--- src/rtl/btn_pulse_conditioner.sv ---
// btn_pulse_conditioner
// Cleans up a raw, bouncing push-button into one-clock advance pulses.
// Pipeline: input synchroniser -> debounce counter -> press/auto-repeat FSM.
// The FSM has three processes: a state register, next-state logic and
// output logic. Its outputs are registered in a separate output register.
module btn_pulse_conditioner #(
  parameter int SYNC_STAGES     = 2,
  parameter int DEBOUNCE_CYCLES = 1000000,
  parameter int REPEAT_EN       = 0,
  parameter int REPEAT_DELAY    = 50000000,
  parameter int REPEAT_PERIOD   = 10000000
) (
  input  logic clk,
  input  logic reset,
  input  logic btn_raw,
  input  logic enable,
  output logic level,
  output logic pulse,
  output logic held
);

  localparam int CW   = $clog2(DEBOUNCE_CYCLES + 1);
  localparam int RMAX = (REPEAT_DELAY > REPEAT_PERIOD) ? REPEAT_DELAY : REPEAT_PERIOD;
  localparam int RW   = $clog2(RMAX + 1);

  typedef enum logic [1:0] {
    RELEASED = 2'd0,
    PRESSED  = 2'd1,
    REPEAT   = 2'd2,
    LOCKED   = 2'd3
  } state_t;

  logic [SYNC_STAGES-1:0] sync_chain;
  logic                   s;
  logic [CW-1:0]          db_cnt;
  state_t                 state;
  state_t                 state_next;
  logic [RW-1:0]          rpt_cnt;
  logic [RW-1:0]          rpt_next;
  logic                   pulse_next;
  logic                   held_next;
  logic                   rpt_delay_hit;
  logic                   rpt_period_hit;

  assign s              = sync_chain[SYNC_STAGES-1];
  assign rpt_delay_hit  = (rpt_cnt == RW'(REPEAT_DELAY - 1));
  assign rpt_period_hit = (rpt_cnt == RW'(REPEAT_PERIOD - 1));

  // Shift the asynchronous pin through the synchroniser chain.
  always_ff @(posedge clk) begin
    if (reset) begin
      sync_chain <= '0;
    end else begin
      sync_chain <= {sync_chain[SYNC_STAGES-2:0], btn_raw};
    end
  end

  // Accept a new level only after it has differed for DEBOUNCE_CYCLES consecutive cycles.
  always_ff @(posedge clk) begin
    if (reset) begin
      level  <= 1'b0;
      db_cnt <= '0;
    end else if (s != level) begin
      if (db_cnt == CW'(DEBOUNCE_CYCLES - 1)) begin
        level  <= s;
        db_cnt <= '0;
      end else begin
        db_cnt <= db_cnt + CW'(1);
      end
    end else begin
      db_cnt <= '0;
    end
  end

  // FSM state register.
  always_ff @(posedge clk) begin
    if (reset) begin
      state <= RELEASED;
    end else begin
      state <= state_next;
    end
  end

  // Next-state logic: release has priority, then enable, then repeat timing.
  always_comb begin
    state_next = state;
    case (state)
      RELEASED: begin
        if (level && enable)  state_next = PRESSED;
        else if (level)       state_next = LOCKED;
        else                  state_next = RELEASED;
      end
      PRESSED: begin
        if (!level)                                     state_next = RELEASED;
        else if (!enable)                               state_next = LOCKED;
        else if ((REPEAT_EN != 0) && rpt_delay_hit)     state_next = REPEAT;
        else                                            state_next = PRESSED;
      end
      REPEAT: begin
        if (!level)           state_next = RELEASED;
        else if (!enable)     state_next = LOCKED;
        else                  state_next = REPEAT;
      end
      LOCKED: begin
        if (!level)           state_next = RELEASED;
        else                  state_next = LOCKED;
      end
      default: state_next = RELEASED;
    endcase
  end

  // Output logic: next pulse, held and repeat-counter values for each state.
  always_comb begin
    pulse_next = 1'b0;
    held_next  = 1'b0;
    rpt_next   = rpt_cnt;
    case (state)
      RELEASED: begin
        if (level && enable) begin
          pulse_next = 1'b1;
          rpt_next   = '0;
        end else begin
          rpt_next   = '0;
        end
      end
      PRESSED: begin
        if (!level || !enable) begin
          rpt_next = '0;
        end else if (REPEAT_EN != 0) begin
          if (rpt_delay_hit) begin
            pulse_next = 1'b1;
            held_next  = 1'b1;
            rpt_next   = '0;
          end else begin
            rpt_next   = rpt_cnt + RW'(1);
          end
        end else begin
          rpt_next = rpt_cnt;
        end
      end
      REPEAT: begin
        if (!level || !enable) begin
          rpt_next = '0;
        end else begin
          held_next = 1'b1;
          if (rpt_period_hit) begin
            pulse_next = 1'b1;
            rpt_next   = '0;
          end else begin
            rpt_next   = rpt_cnt + RW'(1);
          end
        end
      end
      LOCKED: begin
        rpt_next = '0;
      end
      default: begin
        rpt_next = '0;
      end
    endcase
  end

  // Register the FSM outputs so pulse and held are glitch-free.
  always_ff @(posedge clk) begin
    if (reset) begin
      pulse   <= 1'b0;
      held    <= 1'b0;
      rpt_cnt <= '0;
    end else begin
      pulse   <= pulse_next;
      held    <= held_next;
      rpt_cnt <= rpt_next;
    end
  end

endmodule
--- config.mk ---
export PLATFORM = sky130hd
export DESIGN_NAME = btn_pulse_conditioner
export DESIGN_NICKNAME = d
export VERILOG_FILES = /design/src/rtl/btn_pulse_conditioner.sv
export SDC_FILE = /design/constraint.sdc
export NUM_CORES = 1
export LEC_CHECK = 0
export BUFFER_PORTS_ARGS = -buffer_cell sky130_fd_sc_hd__buf_4
export CAP_MARGIN = 20
export CORE_MARGIN = 3
export CORE_UTILIZATION = 65
export CTS_CLUSTER_DIAMETER = 50
export DETAILED_ROUTE_END_ITERATION = 8
export MAX_ROUTING_LAYER = met4
export PLACE_DENSITY = 0.87
export SYNTH_ARGS = -nofsm -noshare
export SYNTH_HDL_FRONTEND = slang
export SYNTH_SLANG_ARGS = --single-unit
export TNS_END_PERCENT = 10
--- constraint.sdc ---
create_clock -name clk -period 5.13 [get_ports clk]
set_input_delay 0 -clock clk [delete_from_list [all_inputs] [get_ports clk]]
set_output_delay 0 -clock clk [all_outputs]
set_load 0.1 [all_outputs]
---- Word level (Yosys, flattened, before mapping) ----
Index checks and enable logic that the tools add are counted.
storage, ports and cells
  logic and storage cells ................. 43
  input bits .............................. 4
  output and inout bits ................... 3
  register bits after elaboration ......... 53
cells by class
  muxes and demuxes ....................... 16
  reduce and logical (&&, ||, !) cells .... 9
  bitwise gates (word level) .............. 2
  add/subtract/negate cells ............... 2
  equal/unequal tests ..................... 7
operator list
  kind                   number
  $mux 26                3
  $pmux 26 s3            1
  $add 26x1->26 const B  1
  $eq 26x24->1 const B   1
  $add 20x1->20 const B  1
  $eq 20x20->1 const B   1
  $mux 2                 5
  $pmux 2 s4             1
  $mux 1                 5
  $eq 2x2->1 const B     2
  $reduce_or 2->1        2
  $reduce_or 3->1        1
  $eq 2x1->1 const B     1
  $logic_not 1->1        2
  $logic_not 2->1        1
  $ne 2x2->1 const B     1
  $not 1->1              2
  $pmux 1 s2             1
  $reduce_and 2->1       1
  $logic_and 1x1->1      1
  $logic_or 1x1->1       1
  $ne 1x1->1             1

---- Depth between registers and ports, before layout ----
  depth after elaboration ................. 4
  mapped depth ............................ 7
  gate-level depth less buffers ........... 6

---- Worst setup path before layout ----
No wires, ideal clock.
  path type ............................... reg2reg
  start point ............................. reg level
  end point ............................... reg rpt_cnt[14]
  path buffers ............................ 1
  period minus slack after synthesis ...... 2.227 ns
  library setup time ...................... 0.126 ns
  path slack .............................. 2.903 ns
  data required time ...................... 5.004 ns
  data arrival time ....................... 2.102 ns
  cell stages (with the launch flop) ...... 7
  path through ............................ dfxtp_1 > and4b_4 > or4_4 > buf_6 > o21a_1 > a31oi_1 > a21oi_1
on the way
  longest elaborated chain between the ends .. 4
  elaborated cells on any way between the ends .. 5
  those cells by class .................... eq/ne (1); mux (2); reduce/logical (2)
ends and longest elaborated chain
  what                    line      RTL
  from (decl)             17        output logic level,
  from (signal assigned)  65        level <= s;
  $logic_not 1->1 *       127, 142
  $logic_or 1x1->1 *      127, 142
  $mux 26                 142       if (!level || !enable) begin
  $pmux 26 s3             117       case (state)
  to (signal assigned)    172       rpt_cnt <= rpt_next;
  to (decl)               38        logic [RW-1:0] rpt_cnt;
Mark *: on every way between the ends. The rest lies on a longest branch, timed or not.
A chain may end at the register's enable or synchronous reset.

---- Final worst setup path ----
  start point ............................. reg rpt_cnt[11]
  end point ............................... reg rpt_cnt[10]
on the way
  longest elaborated chain between the ends .. 4
ends and longest elaborated chain
  what          line  RTL
  $eq 26x24->1  47    assign rpt_period_hit = (rpt_cnt == RW'(REPEAT_PERIOD - 1));
  $mux 26       146   if (rpt_period_hit) begin
  $mux 26       142
  $pmux 26 s3   117
Every way passes these cells.

==> impl_metrics.yaml <==
yosys:
  ys_types: 39
  syn_nets: 277
  synth.area.mux_share_pct: 0.413
  synth_top_cells_by_area: "sky130_fd_sc_hd__dfxtp_1 44%, sky130_fd_sc_hd__xnor2_1 9.0%, sky130_fd_sc_hd__nor2_1 7.7%, sky130_fd_sc_hd__xor2_1 6.1%, sky130_fd_sc_hd__nand2_1 3.6%"
  combinational_family_with_the_most_area_after_synthesis: "simple AND/OR/NAND/NOR gates"
  post_synth_and_or_nand_nor_area_fraction_pct: 33.3
  netlist_area_sq_um: 2420
  synth.ff_latch_count: 53
  synthDominantCellAreaShare_pct: 43.8
  synthFlopType: "sky130_fd_sc_hd__dfxtp_1"
  synthArstFlopShare_pct: 0
  synthAdderAreaFrac_pct: 1.03
  synth.avg_cell_area_sq_um: 8.94
  synth-compound-area-share_pct: 3.00
  synth-edff-count: 0
  ys_seq_area_share_pct: 43.8
  synthCells: 271
  synthXorXnorAreaFrac_pct: 15.2
  synth.yosys.warnings: 0
  yosys.area.top_type: "sky130_fd_sc_hd__dfxtp_1"
clock_tree:
  cts.htree.levels: 2
  clock_sink_count: 53
  cts-hold-fix-buffers: 3
  cts_tree: "built"
  post_cts.resized_instances: 0
  worstSkewPairLatency_ns: 0.31
  cts_buffer_depth: 2
  cts_post_setup_buffers_inserted: 0
  clkTransAtPathRegs_ns: 0.10
  numCtsBuffers: 5
  cts-root-buf: "sky130_fd_sc_hd__clkbuf_8"
sta:
  finalHoldViolCount: 0
  maxSlewHeadroom_pct: 32.5
  fin_skew_ns: 0.0102
  tns_ns: 0
  final_critical_path_setup_slack_ns: 2.80
  fmax_mhz: 430
  finish_stage_setup_viols: 0
  grt_setup_unrepaired: "no"
  min_period_ns: 2.33
  worst_slew_pin_slew_ns: 1.01
  period_share_pct: 45.4
  maxSlewViolCount: 0
floorplan:
  effective_utilization_at_floorplan_pct: 69.8
  floorplan.die.height_microns: 67.0
  core.rowCount: 21
  design.core.area_sq_um: 3470
  die_x_microns: 67.0
  total_die_area_sq_um: 4500
  io_count: 7
run:
  maxCapViolCount: 0
detailed_routing:
  vias_per_cell: 5.50
  drt_iter0_markers: 171
  drc: 0
  antenna_left: 0
  first_pass_iters: 4
  post_drt_wl_per_cell_microns: 12.4
  route.vias.total: 1799
  route.final.wire_length_microns: 4060
cells_and_area:
  layout.filler_cells: 262
  areaGrowthSynthToFinish_pct: 8.57
  area.sequential_sq_um: 1060
  multiInputGateArea_sq_um: 1280
  antennaDiodeCount: 0
  final_area_sq_um: 2630
  post_route_cells_drive_above_1_share_pct: 9.96
  layout.nets: 286
setup_path:
  worst_setup_path_start_kind: "flip-flop"
  worst-setup-path-type: "flip-flop to flip-flop"
  cp-end-kind: "flip-flop"
  path_max_fanout: 24
  worst_ep_arrival_time_ns: 2.49
  timing.critical_path.required_ns: 5.30
status:
  outcome: "complete, no violations"
grt:
  grt_pass1_wl_microns: 7270
  grt_overflow: 0
  antenna_found_initial: 0
  track_usage_pct: 21.6
  maximum_number_of_pins_on_one_net_before_global_route_repair: 25
  vias_in_the_first_global_route: 1656
power_and_ir_drop:
  sequentialPowerShare_pct: 57.7
  power.switching_uw: 140
  internal_power_uw: 575
  clkPwrFrac_pct: 41.2
  combPwrFrac_pct: 1.0
  ir_worst_vdd_mv: 0.229
  cellLeakagePower_uw: 0.000777
  power.share.switching_pct: 19.6
  power-per-cell-area_nw_per_um2: 272
placement:
  place_area_sq_um: 2480
  place.port_buffers: 6
  preCtsSetupSlack_ns: 2.82
  routabilityCongestion: 0.840
  hpwlAfterDp_microns: 2740
min_path:
  timing.hold.worst.class: "primary input to flip-flop"
-- synth_stat cells (2+ instances only) --
| cell type | count |
|---|---|
| sky130_fd_sc_hd__dfxtp_1 | 53 |
| sky130_fd_sc_hd__nor2_1 | 50 |
| sky130_fd_sc_hd__xnor2_1 | 25 |
| sky130_fd_sc_hd__nand2_1 | 23 |
| sky130_fd_sc_hd__xor2_1 | 17 |
| sky130_fd_sc_hd__nand3_1 | 12 |
| sky130_fd_sc_hd__nor3_1 | 11 |
| sky130_fd_sc_hd__inv_1 | 9 |
| sky130_fd_sc_hd__nand4_1 | 7 |
| sky130_fd_sc_hd__a21oi_1 | 5 |
| sky130_fd_sc_hd__and4_1 | 5 |
| sky130_fd_sc_hd__nor4b_1 | 5 |
| sky130_fd_sc_hd__and3_1 | 4 |
| sky130_fd_sc_hd__nor3_2 | 4 |
| sky130_fd_sc_hd__nor4_2 | 4 |
| sky130_fd_sc_hd__buf_2 | 3 |
| sky130_fd_sc_hd__nand2b_1 | 3 |
| sky130_fd_sc_hd__nor4_1 | 3 |
| sky130_fd_sc_hd__or3_1 | 3 |
| sky130_fd_sc_hd__buf_4 | 2 |
| sky130_fd_sc_hd__ha_1 | 2 |
| sky130_fd_sc_hd__nor2_2 | 2 |
| sky130_fd_sc_hd__nor2b_1 | 2 |
| sky130_fd_sc_hd__or4b_1 | 2 |
-- critical path, stage by stage (launching register included) --
cell	delay [ns]
sky130_fd_sc_hd__dfxtp_1	0.36
sky130_fd_sc_hd__or4b_1	0.55
sky130_fd_sc_hd__nor4_2	0.20
sky130_fd_sc_hd__a21oi_1	0.13
sky130_fd_sc_hd__o21ai_2	0.81
sky130_fd_sc_hd__nor2_1	0.13
-- cells in the final DEF (no fill, tap or decap), types with 2 or more instances in the layout --
master and n:
sky130_fd_sc_hd__nand2b_1 3, sky130_fd_sc_hd__nor3_2 4, sky130_fd_sc_hd__and3_1 4, sky130_fd_sc_hd__clkbuf_8 6
sky130_fd_sc_hd__and4_1 5, sky130_fd_sc_hd__a21oi_1 5, sky130_fd_sc_hd__nor4_2 4, sky130_fd_sc_hd__nand4_1 7
sky130_fd_sc_hd__xor2_1 17, sky130_fd_sc_hd__dlygate4sd3_1 3, sky130_fd_sc_hd__or3_1 3, sky130_fd_sc_hd__ha_1 2
sky130_fd_sc_hd__buf_4 6, sky130_fd_sc_hd__xnor2_1 25, sky130_fd_sc_hd__nand2_1 23, sky130_fd_sc_hd__inv_1 9
sky130_fd_sc_hd__nor2b_1 2, sky130_fd_sc_hd__nand3_1 12, sky130_fd_sc_hd__nor4_1 3, sky130_fd_sc_hd__nor4b_1 5
sky130_fd_sc_hd__nor2_2 2, sky130_fd_sc_hd__nor2_1 50, sky130_fd_sc_hd__nor3_1 11, sky130_fd_sc_hd__dfxtp_1 53
sky130_fd_sc_hd__or4b_1 2
-- flip-flops by register name (all words and copies together), names as in the netlist --
register    cells
pulse           1
db_cnt         20
level           1
state           2
sync_chain      2
held            1
rpt_cnt        26
-- worst paths after layout --
| check | cells past startpoint | slack, ns | end | startpoint |
|---|---|---|---|---|
| worst min register to register | 1 | 0.45 | sync_chain[1]$_SDFF_PP0_ | sync_chain[0]$_SDFF_PP0_ |
| worst min-delay path | 3 | 0.43 | state[1]$_SDFF_PP0_ | enable |
| worst max-delay path | 5 | 2.80 | rpt_cnt[10]$_SDFFE_PP0P_ | rpt_cnt[11]$_SDFFE_PP0P_ |
| worst max register to register | 5 | 2.80 | rpt_cnt[10]$_SDFFE_PP0P_ | rpt_cnt[11]$_SDFFE_PP0P_ |
-- stage by stage --
stage | instances | total power [uW] | util [%] | hold WS, ns
global route | 327 | 737 | 75.8 | 0.440
finish | 327 | 714 | 75.8 | 0.433
floorplan | 271 | 425 | - | 0.0900
global placement | 316 | 427 | 71.5 | 0.212
detailed placement | 316 | 428 | 71.5 | 0.219
CTS | 327 | 717 | 75.8 | 0.428
-- power groups by stage --
stage | Sequential (uW) | Combinational (uW) | Clock [uW]
after global routing | 413 | 8.13 | 316
final | 412 | 7.41 | 294
after detailed placement | 422 | 5.55 | 0
after floorplan | 422 | 3.21 | 0
after CTS | 412 | 7.37 | 298
after global placement | 422 | 5.45 | 0
-- metal layers --
metal  track usage, %  routed length, microns
met3             6.07                     131
met2             32.0                    1800
met1             28.9                    2070
met5                -                       0
met4             6.08                      70
-- cell families (layout without fill, tap and decap cells) --
logic type,after synthesis,count (layout)
muxes,1,1
AOI/OAI and AO/OA,11,11
buffers and inverters,16,26
and+or+nand+nor,146,146
adders and majority gates,2,2
xor gates and xnor gates,42,42
DFF,53,53
-- layout make-up --
type | instances | area share [%]
Tap cell | 46 | 2.19
Sequential cell | 53 | 40.3
Inverter | 9 | 1.28
Timing Repair Buffer | 9 | 2.85
Clock buffer | 6 | 3.14
Clock inverter | 2 | 1.43
Multi-Input combinational cell | 202 | 48.8
(Power assumes the default switching activity.)
